[src/rtl/wormhole_out_arbiter.sv]
// Output-port arbiter for one switch output: round-robin grant on header flits,
// wormhole lock held until the tail flit passes, feeding one registered output stage.
module wormhole_out_arbiter #(
    parameter int NUM_IN     = 5,
    parameter int WORD_WIDTH = 32,
    parameter int IDW        = 3
) (
    input  logic                         clk,
    input  logic                         reset,
    input  logic [NUM_IN*WORD_WIDTH-1:0] in_data,
    input  logic [NUM_IN-1:0]            in_void,
    output logic [NUM_IN-1:0]            in_stop,
    output logic [WORD_WIDTH-1:0]        out_data,
    output logic                         out_void,
    input  logic                         out_stop,
    output logic [IDW-1:0]               grant_id,
    output logic                         busy,
    output logic [15:0]                  pkt_count,
    output logic                         protocol_err
);

    typedef enum logic {IDLE, LOCKED} state_t;

    localparam logic [1:0] TYPE_HDR = 2'b10;

    state_t                  state, state_nxt;
    logic [IDW-1:0]          rr_ptr;
    logic [IDW-1:0]          pick;
    logic [IDW-1:0]          idx;
    logic                    found;
    logic                    hdr_taken;
    logic                    load_ok;
    logic                    xfer;
    logic                    gnt_void;
    logic [WORD_WIDTH-1:0]   gnt_word;
    logic [1:0]              gnt_type;
    logic                    is_hdr;
    logic                    is_tail;
    logic [NUM_IN-1:0]       cand;

    function automatic logic [1:0] flit_type(input logic [WORD_WIDTH-1:0] w);
        return w[31:30];
    endfunction

    assign load_ok  = out_void | ~out_stop;
    assign busy     = (state == LOCKED);
    assign gnt_type = flit_type(gnt_word);
    assign is_hdr   = (gnt_type == TYPE_HDR);
    assign is_tail  = gnt_type[0];
    assign xfer     = busy & load_ok & ~gnt_void;

    // Word and void flag of the input currently holding the lock.
    always_comb begin
        gnt_word = '0;
        gnt_void = 1'b1;
        for (int i = 0; i < NUM_IN; i++) begin
            if (grant_id == IDW'(i)) begin
                gnt_word = in_data[i*WORD_WIDTH +: WORD_WIDTH];
                gnt_void = in_void[i];
            end
        end
    end

    always_comb begin
        cand    = '0;
        in_stop = '1;
        for (int i = 0; i < NUM_IN; i++) begin
            cand[i]    = ~in_void[i] & (flit_type(in_data[i*WORD_WIDTH +: WORD_WIDTH]) == TYPE_HDR);
            in_stop[i] = reset | ~(busy & (grant_id == IDW'(i)) & load_ok);
        end
    end

    // Search starts just after the last winner, so it gets lowest priority.
    always_comb begin
        found = 1'b0;
        pick  = grant_id;
        idx   = '0;
        for (int k = 1; k <= NUM_IN; k++) begin
            idx = IDW'((int'(rr_ptr) + k) % NUM_IN);
            if (!found && cand[idx]) begin
                found = 1'b1;
                pick  = idx;
            end
        end
    end

    always_ff @(posedge clk or posedge reset) begin
        if (reset) state <= IDLE;
        else       state <= state_nxt;
    end

    always_comb begin
        state_nxt = state;
        case (state)
            IDLE:    if (found) state_nxt = LOCKED;
            LOCKED:  if (xfer && is_tail) state_nxt = IDLE;
            default: state_nxt = IDLE;
        endcase
    end

    always_ff @(posedge clk or posedge reset) begin
        if (reset) begin
            rr_ptr       <= IDW'(NUM_IN - 1);
            grant_id     <= '0;
            hdr_taken    <= 1'b0;
            pkt_count    <= '0;
            protocol_err <= 1'b0;
        end else begin
            if (state == IDLE && found) begin
                grant_id  <= pick;
                hdr_taken <= 1'b0;
            end
            if (xfer) begin
                if (is_hdr) hdr_taken <= 1'b1;
                // A second header inside a locked packet is flagged but still forwarded.
                if (is_hdr && hdr_taken) protocol_err <= 1'b1;
                if (is_tail) begin
                    pkt_count <= pkt_count + 16'd1;
                    rr_ptr    <= grant_id;
                end
            end
        end
    end

    // Output register stage
    always_ff @(posedge clk or posedge reset) begin
        if (reset) begin
            out_data <= '0;
            out_void <= 1'b1;
        end else if (xfer) begin
            out_data <= gnt_word;
            out_void <= 1'b0;
        end else if (load_ok) begin
            out_void <= 1'b1;
        end
    end

endmodule
[config.mk]
export PLATFORM = sky130hd
export DESIGN_NAME = wormhole_out_arbiter
export DESIGN_NICKNAME = d
export VERILOG_FILES = /design/src/rtl/wormhole_out_arbiter.sv
export SDC_FILE = /design/constraint.sdc
export NUM_CORES = 1
export LEC_CHECK = 0
export CAP_MARGIN = 10
export CORE_ASPECT_RATIO = 2
export CORE_MARGIN = 3
export CORE_UTILIZATION = 35
export CTS_CLUSTER_DIAMETER = 120
export DETAILED_ROUTE_END_ITERATION = 10
export HOLD_SLACK_MARGIN = 0.06
export PLACE_DENSITY = 0.69
export SYNTH_ARGS = -nofsm -noshare
export SYNTH_HDL_FRONTEND = slang
export SYNTH_SLANG_ARGS = --single-unit
[constraint.sdc]
create_clock -name clk -period 5.4 [get_ports clk]
set_clock_uncertainty 0.1 [all_clocks]
set_input_delay 0.54 -clock clk [delete_from_list [all_inputs] [get_ports clk]]
set_output_delay 0.54 -clock clk [all_outputs]
set_load 0.01 [all_outputs]
==> summary by stage, run 1 <==
Synth
The share of the Yosys chip area taken by registers is 27.9%. The share of synthesized registers carrying an async set or reset is 100%. The Yosys step of the flow raised 0 warnings. The most used standard cell by instance count after synthesis is sky130_fd_sc_hd__o21ai_0. The distinct cell type count of the synthesized netlist is 68. The average cell area after synthesis is 8.95 sq um.

The largest area contributor in the synthesized netlist is sky130_fd_sc_hd__dfrtp_1. The net count after synthesis is 778. The fraction of synthesized cell area taken by the top area cell type is 26.9%. In this run, synthesis inferred 0 flip-flops with an integrated enable.

The number of instances in the synthesized netlist is 582. Ranked by instance count, the synthesized netlist is headed by sky130_fd_sc_hd__o21ai_0 (82), sky130_fd_sc_hd__nand2_1 (67), sky130_fd_sc_hd__dfrtp_1 (56), sky130_fd_sc_hd__mux2i_1 (29). By area the synthesized netlist is led by sky130_fd_sc_hd__dfrtp_1 (27%), sky130_fd_sc_hd__mux4_2 (8.6%), sky130_fd_sc_hd__o21ai_0 (7.9%), sky130_fd_sc_hd__ha_1 (6.5%), sky130_fd_sc_hd__mux2i_1 (5.6%). The flop and latch count out of synthesis is 58. The main flop type after synthesis is sky130_fd_sc_hd__dfrtp_1.

In this run the cell area of the synthesized design comes to 0.00521 sq mm.

GRT
The initial antenna violation count is 0. The global-route usage over all layers is 24.0%. The total overflow left after global routing is 0. The global-route wire length before repair is 30.4 mm.

Entering global routing, the biggest net connects 65 pins. The number of global-route vias before repair is 5589.

Power
Net switching is 47.6% of the power. Registers are responsible for 17.0% of the overall power. Per report_power, the clock group accounts for 12.1% of the total. The static leakage is 0.00323 uW. The share of total power dissipated in combinational logic is 70.8%. In this run the power spent charging and discharging nets is 2260 uW.

The cell internal power dissipation is 2490 uW. The power density relative to cell area is 596 mW/mm^2. Across the VDD grid, the largest voltage drop is 0.348 mV.

Clock tree
In this run the post-CTS setup repair buffer count came out at 0. The insertion delay of the later-clocked pin in the worst-skew pair is 0.32 ns. In this run, post-CTS repair resized a total of 0 instances. The maximum clock path buffer count is 2.

TritonCTS built the clock tree. The clock-pin slew reported for the worst setup and hold paths after clock tree synthesis is 0.06 ns. The H-tree was split into 3 levels.

The total number of clock tree sinks is 58. Buffers inserted during clock tree synthesis total 9. For this design, the CTS-stage hold fixing added 0 buffers. The tree is rooted in a sky130_fd_sc_hd__clkbuf_16.

Timing
The final hold violation count was 0. Setup violations remaining at the end of the flow were counted as 0. Dividing the final minimum period by the clock period gives 91.1%. The worst path meets setup with 0.479 ns of slack.

The final sum of negative setup slack is 0 ns. The final max-slew violation count came to 0. Based on the critical path, the design can be clocked at up to 0.203 GHz.

The slew at the pin closest to its max-slew limit is 1.03 ns. The relative max-transition margin is 30.9%. Counting I/O delays and the setup requirement, the final critical path takes 4.92 ns. Across all hold checks on the routed design, the worst slack comes to 0.354 ns. Setup repair after global routing left no endpoint under its margin.

Drt
The routed layout has 5504 vias. The number of remaining DRC errors is 0. The DRC marker count from the first detailed-route iteration is 239. Dividing the detail-routed wire length by the instance count gives 20.6 um. The number of detailed-route iterations in the first pass is 5.

For this block, the routed nets add up to 20.4 mm of wire. Once detail routing completed, the nets flagged for antenna violations numbered 0. The per-cell via count in the routed design is 5.56.

Floorplanning
The count of boundary I/O pins is 227. The die covers 0.0165 sq mm. The floorplan has 62 rows. The initial standard-cell utilization of the core is 35.9%. The die boundary width is 92.3 um. The chip height is 179 um. The core area is 0.0145 sq mm.

Finish
The total number of nets in the final design is 989. The area growth from synthesis to final layout is 52.8%. The area of the multi-input gates is 0.00349 sq mm. The antenna diode count is 0. Cells with a size suffix above 1 make up 9.65% of the layout. Summing all flip-flop and latch instances after layout gives 0.00146 sq mm.

Fill cells in the final layout number 1327. Leaving out filler cells and counting taps, the final layout contains 990.

Min path
The worst hold-check path type is flop to flop.

Critical path
Along the worst path, the maximum fanout reaches 15. STA classifies the critical path endpoint as a flop. STA puts the critical path data required time at 5.48 ns. The worst setup path is of the flop to flop kind. STA classifies the critical path startpoint as a flop. For the worst setup path, the data arrival time is 5.00 ns.

The slack of the worst reg-to-reg path is 0.48 ns.

Run status
The flow ran to the end, and the final reports show no timing, DRC or antenna violations.

Placement
In this run the tool buffered the top-level ports with 226 buffer cells. The placement-stage worst setup slack is 0.398 ns. The placed cell count is 974.

The global placement routability congestion is 0.940. The final HPWL from detailed placement is 16.5 mm.

Job
The count of maximum capacitance violations is 0.
cell type report:
cell class	instances	share of cell area, %
Timing Repair Buffer	237	29.5
Inverter	30	1.42
Clock buffer	10	3.00
Multi-Input combinational cell	457	43.9
Clock inverter	6	0.833
Sequential cell	58	18.3
Tap cell	192	3.02
metrics by stage:
stage / util (%) / total power [uW] / area [sq um]
after floorplan: - / 3060 / 5210
after global placement: 52.7 / 4060 / 7650
after detailed placement: 52.7 / 4160 / 7650
after CTS: 54.8 / 4750 / 7950
after global routing: 54.9 / 5150 / 7960
final: 54.9 / 4750 / 7960
worst max-delay path: stages (launching register included):
cell and delay (ns):
sky130_fd_sc_hd__dfstp_4 0.77, sky130_fd_sc_hd__inv_1 0.19, sky130_fd_sc_hd__ha_1 0.40, sky130_fd_sc_hd__o21a_1 0.21, sky130_fd_sc_hd__a21oi_1 0.14, sky130_fd_sc_hd__xnor2_1 0.17
sky130_fd_sc_hd__ha_1 0.22, sky130_fd_sc_hd__fa_1 0.16, sky130_fd_sc_hd__a21boi_0 0.44, sky130_fd_sc_hd__a31oi_1 0.15, sky130_fd_sc_hd__a21oi_1 0.32, sky130_fd_sc_hd__mux2i_1 0.23
sky130_fd_sc_hd__o211a_1 0.32, sky130_fd_sc_hd__o211a_1 0.31, sky130_fd_sc_hd__nand3_1 0.19, sky130_fd_sc_hd__nor3b_1 0.32, sky130_fd_sc_hd__a221oi_1 0.12
routing by layer:
layer,wire (um),vias to the layer above,GRT usage [%]
li1,-,2583,-
met1,6980,2648,24.1
met2,11200,228,45.5
met3,1140,45,3.93
met4,1080,0,14.0
met5,0,-,0
cell usage in the layout (no fill, tap or decap), types with 5 or more instances in the layout:
master                            count
sky130_fd_sc_hd__mux2i_1             29
sky130_fd_sc_hd__xor2_1               5
sky130_fd_sc_hd__nand4_1              8
sky130_fd_sc_hd__mux2_2               9
sky130_fd_sc_hd__nor3b_1             10
sky130_fd_sc_hd__nand2b_1             6
sky130_fd_sc_hd__xnor2_1             17
sky130_fd_sc_hd__a21o_1               8
sky130_fd_sc_hd__buf_4               11
sky130_fd_sc_hd__nor2_1              16
sky130_fd_sc_hd__clkdlybuf4s50_1    226
sky130_fd_sc_hd__a31oi_1              5
sky130_fd_sc_hd__o21ai_0             82
sky130_fd_sc_hd__ha_1                27
sky130_fd_sc_hd__nand2_1             67
sky130_fd_sc_hd__clkbuf_16            9
sky130_fd_sc_hd__nor3_1               8
sky130_fd_sc_hd__inv_1               26
sky130_fd_sc_hd__a211o_1              5
sky130_fd_sc_hd__a221oi_1             5
sky130_fd_sc_hd__mux4_2              20
sky130_fd_sc_hd__nor2b_1              5
sky130_fd_sc_hd__o22ai_1              9
sky130_fd_sc_hd__a21oi_1             18
sky130_fd_sc_hd__a22oi_1             21
sky130_fd_sc_hd__nand3_1             12
sky130_fd_sc_hd__a21boi_0             5
sky130_fd_sc_hd__dfrtp_1             54
power groups by stage:
stage	Clock (uW)	Combinational, uW	Sequential, uW
after floorplan	0	2270	796
after global placement	0	3260	806
after detailed placement	0	3340	818
after CTS	588	3360	812
after global routing	607	3690	845
final	576	3360	809
flip-flops by register name, summed over array words and instances, names as in the netlist:
name / count
rr_ptr: 3
out_data: 32
hdr_taken: 1
grant_id: 3
pkt_count: 16
out_void: 1
protocol_err: 1
busy: 1
path summary, 6_finish.rpt:
check | start | to | cells after the start
max in group asynchronous | reset | grant_id[1] | 3
worst max register to register | rr_ptr[2] | grant_id[0] | 16
worst max-delay path | rr_ptr[2] | grant_id[0] | 16
worst min-delay path | protocol_err | protocol_err | 1
min in group asynchronous | reset | out_data[5] | 3
worst min register to register | protocol_err | protocol_err | 1
cell families (layout without fill, tap and decap cells):
family / after synthesis / in the layout / share of synthesized area, %
muxes: 58 / 58 / 16.2
and+or+nand+nor: 158 / 158 / 15.3
AOI/OAI and AO/OA: 188 / 188 / 23.2
DFF: 58 / 58 / 27.9
xor gates and xnor gates: 25 / 25 / 5.28
buffers and inverters: 67 / 283 / 5.19
adders and majority gates: 28 / 28 / 6.87
Power figures use the tool's default switching activity.
==> inputs of run 2 (changes only) <==
--- a/config.mk
+++ b/config.mk
@@ -5,6 +5,7 @@
 export SDC_FILE = /design/constraint.sdc
 export NUM_CORES = 1
 export LEC_CHECK = 0
+export ABC_AREA = 1
 export CAP_MARGIN = 10
 export CORE_ASPECT_RATIO = 2
 export CORE_MARGIN = 3
@@ -12,7 +13,7 @@
 export CTS_CLUSTER_DIAMETER = 120
 export DETAILED_ROUTE_END_ITERATION = 10
 export HOLD_SLACK_MARGIN = 0.06
-export PLACE_DENSITY = 0.69
+export PLACE_DENSITY = 0.7
 export SYNTH_ARGS = -nofsm -noshare
 export SYNTH_HDL_FRONTEND = slang
 export SYNTH_SLANG_ARGS = --single-unit
==> constraint.sdc (replaced) <==
create_clock -name clk -period 5.05 [get_ports clk]
set_clock_uncertainty 0.1 [all_clocks]
set_input_delay 0.505 -clock clk [delete_from_list [all_inputs] [get_ports clk]]
set_output_delay 0.505 -clock clk [all_outputs]
set_load 0.01 [all_outputs]
==> summary by stage, run 2 <==
Critical path
The class of the most critical setup path is flop to flop. Traced cell by cell, the critical path runs through inv_2, ha_1, inv_2, nand3_1, and3_1, ha_1, inv_1, or2_2, nand3_2, nand2_2, o21ai_1, nand3_1, nand2_1, nand2_1, nand2_4, nand4_2, nand3_1, nand2_1, nand2_1, nand2_1, nand2_1, nand2_1. The critical path's top delay family is simple AND/OR/NAND/NOR gates. The master of the slowest instance on the critical path is sky130_fd_sc_hd__dfrtp_1. The number of cells traversed by the worst register-to-register path is 22. The arrival time of data at the critical path endpoint is 4.34 ns.

The largest fanout on the critical path is 19. The dominant cell type by count on the critical path is sky130_fd_sc_hd__nand2_1. The nature of the critical path endpoint is a flop. The critical path contains buffers and inverters numbering 3 combined.

The category of the worst setup path launch point is a flop. The number of stages on the worst setup path is 22. The required time at the endpoint of the critical path is 5.17 ns. In this design, the stage delay of the slowest critical-path cell is 0.78 ns.

Synth
Of all flip-flops after synthesis, the portion carrying an async set or reset was 100%. In the synthesized netlist, the number of instances is 677. The commonest cells after synthesis are sky130_fd_sc_hd__nand2_1 (177), sky130_fd_sc_hd__inv_1 (60), sky130_fd_sc_hd__dfrtp_1 (56), sky130_fd_sc_hd__nor2_1 (53), sky130_fd_sc_hd__nand3_1 (49). A synthesized cell averages 7.22 sq um.

The sequential share of the synthesized area is 29.7%. After synthesis, the cell types taking the most area are sky130_fd_sc_hd__dfrtp_1 (29%), sky130_fd_sc_hd__nand2_1 (14%), sky130_fd_sc_hd__ha_1 (6.9%), sky130_fd_sc_hd__nand3_1 (5.0%), sky130_fd_sc_hd__inv_1 (4.6%). In the synthesized netlist the dominant register cell turns out to be sky130_fd_sc_hd__dfrtp_1.

The fraction of synthesized cell area taken by the top area cell type is 28.7%. Synthesis inferred 58 register bits. The number of different library cells used by synthesis comes to 51. The combined area of all synthesized cells is 0.00489 sq mm.

Yosys printed 0 warnings. The net count after synthesis is 873. sky130_fd_sc_hd__dfrtp_1 takes more of the synthesized area than any other cell.

The number of enable flip-flop cells after synthesis is 0. The most used standard cell by instance count after synthesis is sky130_fd_sc_hd__nand2_1.

Clock tree
The maximum clock path buffer count is 2. The clock tree synthesis step divided the H-tree into 3 levels. The post-CTS setup repair buffer count is 0.

The root buffer cell chosen for the clock tree is sky130_fd_sc_hd__clkbuf_16. At the later pin of the worst-skew pair, clock insertion delay measures 0.33 ns. The number of hold-repair buffers added at the cts stage is 0. The CTS tree is yes. The number of gates resized after CTS is 0. The number of buffers inserted during clock tree synthesis is 9. The clock-pin slew reported for the worst setup and hold paths after clock tree synthesis is 0.05 ns. Clock tree synthesis found a total of 58 sinks.

Finish
The largest registers in the layout are out_data x32, pkt_count x16. In the layout the commonest cells are sky130_fd_sc_hd__clkdlybuf4s50_1 (226), sky130_fd_sc_hd__nand2_1 (177), sky130_fd_sc_hd__inv_1 (59). Counting the fill cells in the layout gives 1269. Of the cells placed in the final design, the portion with a size suffix greater than 1 is 10.4%. The most common cell after layout, fill and taps aside is sky130_fd_sc_hd__clkdlybuf4s50_1. The number of flip-flops under the largest register name is 32. After the last flow step, the layout net total stands at 1090. The register ranked first by flip-flop count is out_data. From synthesis to final layout, the design area changed by 55.6%.

Timing
Headroom to the max-slew limit came out at 35.6%. Setup violations remaining at the end of the flow were counted as 0. The final hold violation count was 0. Setup repair after global routing left no endpoint under its margin. The final max-slew violation count is 0. The final sum of negative setup slack is 0 ns. The final critical-path setup slack is 0.829 ns. After layout, the minimum clock period comes to 4.22 ns. Derived from the worst setup path, the maximum achievable clock frequency is 0.237 GHz. The slew at the pin closest to its max-slew limit is 0.959 ns. The ratio of final minimum period to clock period is 83.6%.

Power
The sequential power share is 16.6%. Summed over all cells, the static leakage comes to 0.00341 uW. The maximum VDD drop is 0.236 mV. Net switching is 51.2% of the power. The internal power of the cells totals 2400 uW. In this run the power density over the cells is 648 mW/mm^2. For this design the total switching power over the nets is 2530 uW. The part of the power in combinational logic is 72.1%. The clock network fraction of total power is 11.3%.

Floorplanning
The die covers 0.0155 sq mm. The floorplan step set the die width to 89.6 um. In this run the count of I/O pins placed on the die edge is 227.

Once the floorplan was initialized, standard cells occupied 36.0% of the core. The chip height is 173 um. The number of cell rows is 60. The region available for standard cell placement spans 0.0136 sq mm.

GRT
Entering global routing, the biggest net connects 44 pins. The initial antenna violation count is 2. The first global-routing pass estimated 30.3 mm of wire.

The number of global-route vias before repair is 5778. Global routing used 25.7% of the available tracks. Summed over all layers, the global routing overflow is 0.

Placement
The placement-stage worst setup slack is 0.878 ns. The count of input and output buffers is 226. The final HPWL from detailed placement is 15.7 mm. The congestion estimate from routability-driven global placement came to 0.902.

Drt
The DRC marker count from the first detailed-route iteration is 245. In the routed design, unresolved DRC markers number 0. The per-cell via count in the routed design is 5.06. The number of detailed-route iterations in the first pass is 4. The routed design has 19.2 mm of wire. The detailed-route wire length per cell is 17.6 um.

The detail route stage leaves a number of antenna-violating nets equal to 0. The total number of vias is 5499.

Job
Max-cap violations in this run came to 0.

Run status
The run finished with clean final reports.

Min path
The number of stages on the worst hold path is 1. The worst hold-check path type is flop to flop.
## run 2: metal layers
layer,vias up,routed length [um],GRT usage (%)
met5,-,0,0
met1,2520,6350,25.5
met3,56,1050,5.10
li1,2699,-,-
met4,0,1130,14.0
met2,224,10600,47.0
## run 2: power by group through the flow
stage / Sequential [uW] / Combinational, uW / Clock, uW
global route: 843 / 3970 / 585
detailed placement: 820 / 3540 / 0
finish: 817 / 3550 / 558
CTS: 817 / 3560 / 567
floorplan: 856 / 2380 / 0
global placement: 814 / 3520 / 0
## run 2: through the flow
stage	power [uW]	hold slack [ns]	util [%]	instance area, sq um	cells
floorplan	3240	0.353	-	4890	677
global placement	4330	0.353	54.0	7330	1069
detailed placement	4360	0.357	54.0	7330	1069
CTS	4950	0.369	56.0	7610	1084
global route	5400	0.380	56.0	7610	1086
finish	4930	0.361	56.0	7610	1086
## run 2: worst paths after layout
path	slack, ns	startpoint	end
min in group asynchronous	0.49	reset	out_data[9]
max in group asynchronous	3.50	reset	rr_ptr[2]
worst max register to register	0.83	rr_ptr[0]	grant_id[1]
worst min register to register	0.36	protocol_err	protocol_err
worst max-delay path	0.83	rr_ptr[0]	grant_id[1]
worst min-delay path	0.36	protocol_err	protocol_err
## run 2: area by class of cell
cell class / count / area, sq um / area share [%]
Timing Repair Buffer: 231 / 2300 / 30.2
Sequential cell: 58 / 1450 / 19.1
Multi-Input combinational cell: 518 / 3060 / 40.2
Clock inverter: 3 / 15.0 / 0.197
Tap cell: 186 / 233 / 3.06
Clock buffer: 12 / 256 / 3.37
Inverter: 76 / 287 / 3.76
Antenna cell: 2 / 5.00 / 0.0658
## run 2: cells by family (layout without fill, tap and decap cells)
kind of cell	count (synthesis)	after routing	share of synthesized area, %
other cells	0	2	0
buf+inv	101	322	7.80
simple gates	349	349	34.2
flops	58	58	29.7
fa+ha+maj	28	28	7.32
compound gates	122	122	17.3
xor+xnor	19	19	3.71
